<file path="src/rtl/cnn_layer_sequencer.sv">
// CNN accelerator load/run sequencer: region write strobes, layer start/done
// handshake and host status/control registers.
module cnn_layer_sequencer #(
    parameter int NUM_LAYERS = 4,
    parameter int CNT_W      = 18,
    parameter int INPUT_SIZE = 10000,
    parameter int L1_SIZE    = 400,
    parameter int L2_SIZE    = 12800,
    parameter int L3_SIZE    = 230400,
    parameter int L4_SIZE    = 10600
) (
    input  logic                  clk,
    input  logic                  reset,
    input  logic                  chipselect,
    input  logic                  write,
    input  logic                  read,
    input  logic [2:0]            address,
    input  logic [7:0]            writedata,
    output logic [4:0]            mem_we,
    output logic [CNT_W-1:0]      mem_offset,
    output logic [NUM_LAYERS-1:0] layer_start,
    input  logic [NUM_LAYERS-1:0] layer_done,
    output logic [7:0]            readdata,
    output logic                  irq
);

    localparam int IW = (NUM_LAYERS > 1) ? $clog2(NUM_LAYERS) : 1;
    localparam logic [CNT_W-1:0] SZ [5] = '{
        CNT_W'(INPUT_SIZE), CNT_W'(L1_SIZE), CNT_W'(L2_SIZE),
        CNT_W'(L3_SIZE), CNT_W'(L4_SIZE)
    };

    typedef enum logic [1:0] {
        S_LOAD,
        S_RUN,
        S_WAIT,
        S_FINISHED
    } state_e;

    state_e           state_q, state_d;
    logic [CNT_W-1:0] cnt_q [5];
    logic [CNT_W-1:0] cnt_d [5];
    logic [4:0]       loaded_q, loaded_d;
    logic [IW-1:0]    idx_q, idx_d;
    logic             rvalid_q, rvalid_d;
    logic             ovf_q, ovf_d;
    logic             berr_q, berr_d;
    logic [7:0]       rdata_q, rdata_d;

    logic wr, rd, idle, busy, err_ovf, err_busy, full_clr;
    logic [7:0] status;
    logic unused_wd;

    assign unused_wd = ^writedata[7:2];
    assign wr   = chipselect && write;
    assign rd   = chipselect && read;
    assign idle = (state_q == S_LOAD) || (state_q == S_FINISHED);
    assign busy = (state_q == S_RUN) || (state_q == S_WAIT);
    assign status = {3'(idx_q), berr_q, ovf_q, rvalid_q, busy, &loaded_q};

    always_comb begin
        state_d    = state_q;
        cnt_d      = cnt_q;
        loaded_d   = loaded_q;
        idx_d      = idx_q;
        rvalid_d   = rvalid_q;
        ovf_d      = ovf_q;
        berr_d     = berr_q;
        rdata_d    = 8'h00;
        mem_we     = 5'b0;
        mem_offset = '0;
        err_ovf    = 1'b0;
        err_busy   = 1'b0;
        full_clr   = 1'b0;

        for (int r = 0; r < 5; r++) begin
            if (wr && address == 3'(r)) begin
                if (!idle) begin
                    err_busy = 1'b1;
                end else if (cnt_q[r] < SZ[r]) begin
                    mem_we[r]  = 1'b1;
                    mem_offset = cnt_q[r];
                    cnt_d[r]   = cnt_q[r] + CNT_W'(1);
                    if ((cnt_q[r] + CNT_W'(1)) == SZ[r])
                        loaded_d[r] = 1'b1;
                end else begin
                    err_ovf = 1'b1;
                end
            end
        end

        if (wr && address == 3'd6) begin
            if (!idle) begin
                err_busy = 1'b1;
            end else if (writedata[1]) begin
                full_clr = 1'b1;
                for (int r = 0; r < 5; r++)
                    cnt_d[r] = '0;
                loaded_d = 5'b0;
                rvalid_d = 1'b0;
                ovf_d    = 1'b0;
                berr_d   = 1'b0;
            end else if (writedata[0]) begin
                cnt_d[0]    = '0;
                loaded_d[0] = 1'b0;
                rvalid_d    = 1'b0;
            end
        end

        // Read-to-clear loses to an error raised in the same cycle
        if (rd && address == 3'd5) begin
            rdata_d = status;
            ovf_d   = 1'b0;
            berr_d  = 1'b0;
        end
        if (err_ovf)
            ovf_d = 1'b1;
        if (err_busy)
            berr_d = 1'b1;

        unique case (state_q)
            S_LOAD: begin
                if (&loaded_d) begin
                    state_d = S_RUN;
                    idx_d   = '0;
                end
            end
            S_FINISHED: begin
                if (full_clr) begin
                    state_d = S_LOAD;
                end else if (loaded_d[0] && !loaded_q[0]) begin
                    state_d = S_RUN;
                    idx_d   = '0;
                end
            end
            S_RUN: begin
                state_d = S_WAIT;
            end
            S_WAIT: begin
                if (layer_done[idx_q]) begin
                    if (idx_q == IW'(NUM_LAYERS - 1)) begin
                        rvalid_d = 1'b1;
                        state_d  = S_FINISHED;
                    end else begin
                        idx_d   = idx_q + IW'(1);
                        state_d = S_RUN;
                    end
                end
            end
            default: state_d = S_LOAD;
        endcase
    end

    always_ff @(posedge clk) begin
        if (reset) begin
            state_q  <= S_LOAD;
            for (int r = 0; r < 5; r++)
                cnt_q[r] <= '0;
            loaded_q <= 5'b0;
            idx_q    <= '0;
            rvalid_q <= 1'b0;
            ovf_q    <= 1'b0;
            berr_q   <= 1'b0;
            rdata_q  <= 8'h00;
        end else begin
            state_q  <= state_d;
            cnt_q    <= cnt_d;
            loaded_q <= loaded_d;
            idx_q    <= idx_d;
            rvalid_q <= rvalid_d;
            ovf_q    <= ovf_d;
            berr_q   <= berr_d;
            rdata_q  <= rdata_d;
        end
    end

    assign layer_start = (state_q == S_RUN) ?
                         (NUM_LAYERS'(1) << idx_q) : '0;
    assign readdata    = rdata_q;
    assign irq         = rvalid_q;

endmodule

</file>
<file path="config.mk">
export PLATFORM = sky130hd
export DESIGN_NAME = cnn_layer_sequencer
export DESIGN_NICKNAME = d
export VERILOG_FILES = /design/src/rtl/cnn_layer_sequencer.sv
export SDC_FILE = /design/constraint.sdc
export NUM_CORES = 1
export LEC_CHECK = 0
export ABC_AREA = 1
export CAP_MARGIN = 20
export CORE_AREA = 8 8 106 204
export CTS_CLUSTER_DIAMETER = 50
export DETAILED_ROUTE_END_ITERATION = 7
export DIE_AREA = 0 0 114 212
export SYNTH_ARGS = -nofsm -noshare
export SYNTH_HDL_FRONTEND = slang
export SYNTH_SLANG_ARGS = --single-unit
</file>
<file path="constraint.sdc">
create_clock -name clk -period 5 [get_ports clk]
set_input_delay 1.5 -clock clk [delete_from_list [all_inputs] [get_ports clk]]
set_output_delay 1.5 -clock clk [all_outputs]
set_load 0.02 [all_outputs]
</file>
==> impl_metrics.tcl <==
set metrics [dict create \
    start_kind "input port" \
    syn_inst 1010 \
    vias 6710 \
    die_x_um 114 \
    synth_cell_types 46 \
    drt_wl_total_mm 19.1 \
    tightest_slew_ps 761 \
    place.gp.congestion 0.899 \
    hold_path_depth 2 \
    synth_top_family_by_area "simple AND/OR/NAND/NOR gates" \
    ys_warn_count 0 \
    antenna_found_initial 0 \
    skew_ps 10.9 \
    synth-compound-area-share_pct 15.2 \
    path_depth 13 \
    synth_adder_area_share_pct 2.69 \
    grt_pass1_vias 6315 \
    p_total_mw 1.93 \
    setup_viol_count_final 0 \
    yosysTopAreaCellShare_pct 33.5 \
    critPathKind "input port to output port" \
    final.setup.tns_ps 0 \
    place_hpwl_mm 14.8 \
    cts_tree "built" \
    critPathBufInv 7 \
    reg2regPathDepth 10 \
    firstDrtPassIters 5 \
    synth-seq-cells 109 \
    crit_family "buffers and inverters" \
    final_antenna_net_count 0 \
    drv_slew 0 \
    finalHoldViolCount 0 \
    hp-class "flip-flop to flip-flop" \
    synth_edf_count 0 \
    worstSkewPairLatency_ps 360 \
    drc_errors 0 \
    timing.fmax_mhz 206 \
    worstPathRequired_ps 3500 \
    fill_cells 2064 \
    outcome "complete, no violations" \
    htree_num_levels 3 \
    cp_max_fo 4 \
    cts.sinks 109 \
    synth_mux_area_share_pct 0.173 \
    syn_area_per_cell_um2 6.45 \
    area_growth_pct 21.2 \
    grt_remaining_overflow 0 \
    core_area_um2 19100 \
    cts_buffer_depth 2 \
    drv_cap 0 \
    dp_cells 1331 \
    synth-xor-area-share_pct 2.56 \
    grt_use_total_pct 16.2 \
    via_per_inst 4.97 \
    fin_crit_ps 4850 \
    critPathArrivalTime_ps 3350 \
    cpPeakStageDelay_ps 370 \
    slew_headroom_pct 49.2 \
    timing.hold.ws_ps 436 \
    drive_above_1_share_pct 12.1 \
    diodes 0 \
    syn_area_um2 6510 \
    finalCritPeriodShare_pct 97.1 \
    grt_max_degree 43 \
    synth_top_area_cell "dfxtp_1" \
    clockRootBuffer "clkbuf_16" \
    fin_ws_ps 145 \
    grt_pass1_wl_mm 31.2 \
    rsz0062_at_grt "no" \
    peakVddDrop_v 0.000152 \
    io_buffers 48 \
    synthTopCellsByArea "dfxtp_1 34%, nand2_1 13%, nor2_1 9.3%, inv_1 6.7%, nand3_1 5.7%" \
    dieArea_um2 24200 \
    fin_nets 1121 \
    p_leak_nw 3.24 \
    cts_buffers 9 \
    synth_seq_area_share_pct 33.5 \
    end_kind "output port" \
    dominantRegCellSynth "dfxtp_1" \
    stdcell_count 1351 \
    synth_common_cells "221 x nand2_1, 161 x nor2_1, 117 x inv_1" \
    place_ws_ps -558 \
    die_h_um 212 \
    pwr_density_cell_nw_per_um2 245 \
    clkTransAtPathRegs_ps 80 \
    routed_wire_length_per_instance_um 14.2 \
    synthSimpleGateAreaFrac_pct 36.8 \
    rows 72 \
    drt_iter0_drc 398 \
    syn-num-nets 1044 \
    worstPathCellList "dlygate4sd2_1 -> inv_2 -> nand3_4 -> buf_6 -> inv_2 -> nand2_1 -> buf_4 -> inv_1 -> nand4_1 -> o41ai_1 -> a21oi_1 -> o21ai_0 -> dlygate4sd2_1" \
    num_io_pins 56 \
    slowest_stage "dlygate4sd2_1" \
    yosysMostFrequentCell "nand2_1" \
    async_reset_ff_share_pct 0 \
    start_util_pct 34.1 \
]
## layout make-up
class | instances | area [µm²] | share of cell area (%)
Multi-Input combinational cell | 746 | 3800 | 48.2
Sequential cell | 109 | 2180 | 27.7
Timing Repair Buffer | 97 | 823 | 10.4
Inverter | 124 | 465 | 5.90
Tap cell | 259 | 324 | 4.11
Clock buffer | 9 | 225 | 2.85
Clock inverter | 7 | 66.3 | 0.840
## per-stage QoR
stage	cell area, µm²	util (%)
6_report	7890	41.3
5_1_grt	7890	41.3
4_1_cts	7850	41.1
3_5_place_dp	7570	39.6
3_3_place_gp	7570	39.6
2_1_floorplan	6510	-
## layer usage
metal	up-vias	track usage [%]	part of all wire, %	routed length [µm]
li1	3464	-	-	-
met1	3020	19.4	44	8400
met3	39	3.87	5.8	1110
met4	0	7.21	3.2	615
met5	-	0	0	0
met2	187	26.8	47	9000
## state kept, by name (all words and copies together) (netlist names)
signal    cells
loaded_q      5
state_q       2
cnt_q        90
idx_q         2
irq           1
ovf_q         1
readdata      7
berr_q        1
## where the power goes
part	total (mW)	switching (mW)	internal [mW]
combinational	0.297	0.190	0.108
sequential	0.922	0.0311	0.891
clock	0.713	0.363	0.350
total	1.93	0.584	1.35
## worst min-delay path, stage by stage (launching register included)
cell and delay (ps):
dfxtp_1 320, inv_1 50, nor2_1 30
## kinds of logic after synthesis
family,after synthesis
buf+inv,155
simple gates,542
compound gates,169
flops,109
fa+ha+maj,14
other cells,1
mux,1
xor+xnor,19
## cell usage in the layout (no fill, tap or decap), drive strengths merged, types with 2 or more instances in the layout
cell type	netlist	routed
a211oi	11	11
a21oi	58	58
a221oi	2	2
a31oi	3	3
and3	4	4
buf	6	63
clkbuf	25	9
clkdlybuf4s50	0	20
clkinv	2	5
dfxtp	109	109
dlygate4sd2	0	11
dlymetal6s2s	0	2
ha	14	14
inv	122	125
nand2	230	230
nand3	77	77
nand4	28	28
nor2	180	180
nor3	21	21
o2111ai	8	8
o211ai	2	2
o21ai	66	66
o21bai	4	4
o221ai	5	5
o32ai	3	3
o41ai	2	2
xor2	19	19
## final timing paths
| kind | from | end | slack [ps] |
|---|---|---|---|
| min | berr_q | readdata[4] | 440 |
| max | address[2] | mem_offset[13] | 150 |
| min reg2reg | berr_q | readdata[4] | 440 |
| max reg2reg | state_q[0] | cnt_q[82] | 2160 |
## what timing repair did
| action | in CTS | in global routing |
|---|---|---|
| hold buffers | 0 | 0 |
| endpoints found under the setup margin | 22 | 17 |
| pin swaps | 5 | 7 |
| gates resized for setup | 88 | 7 |
| buffers inserted | 2 | 2 |
Power figures use the tool's default switching activity.
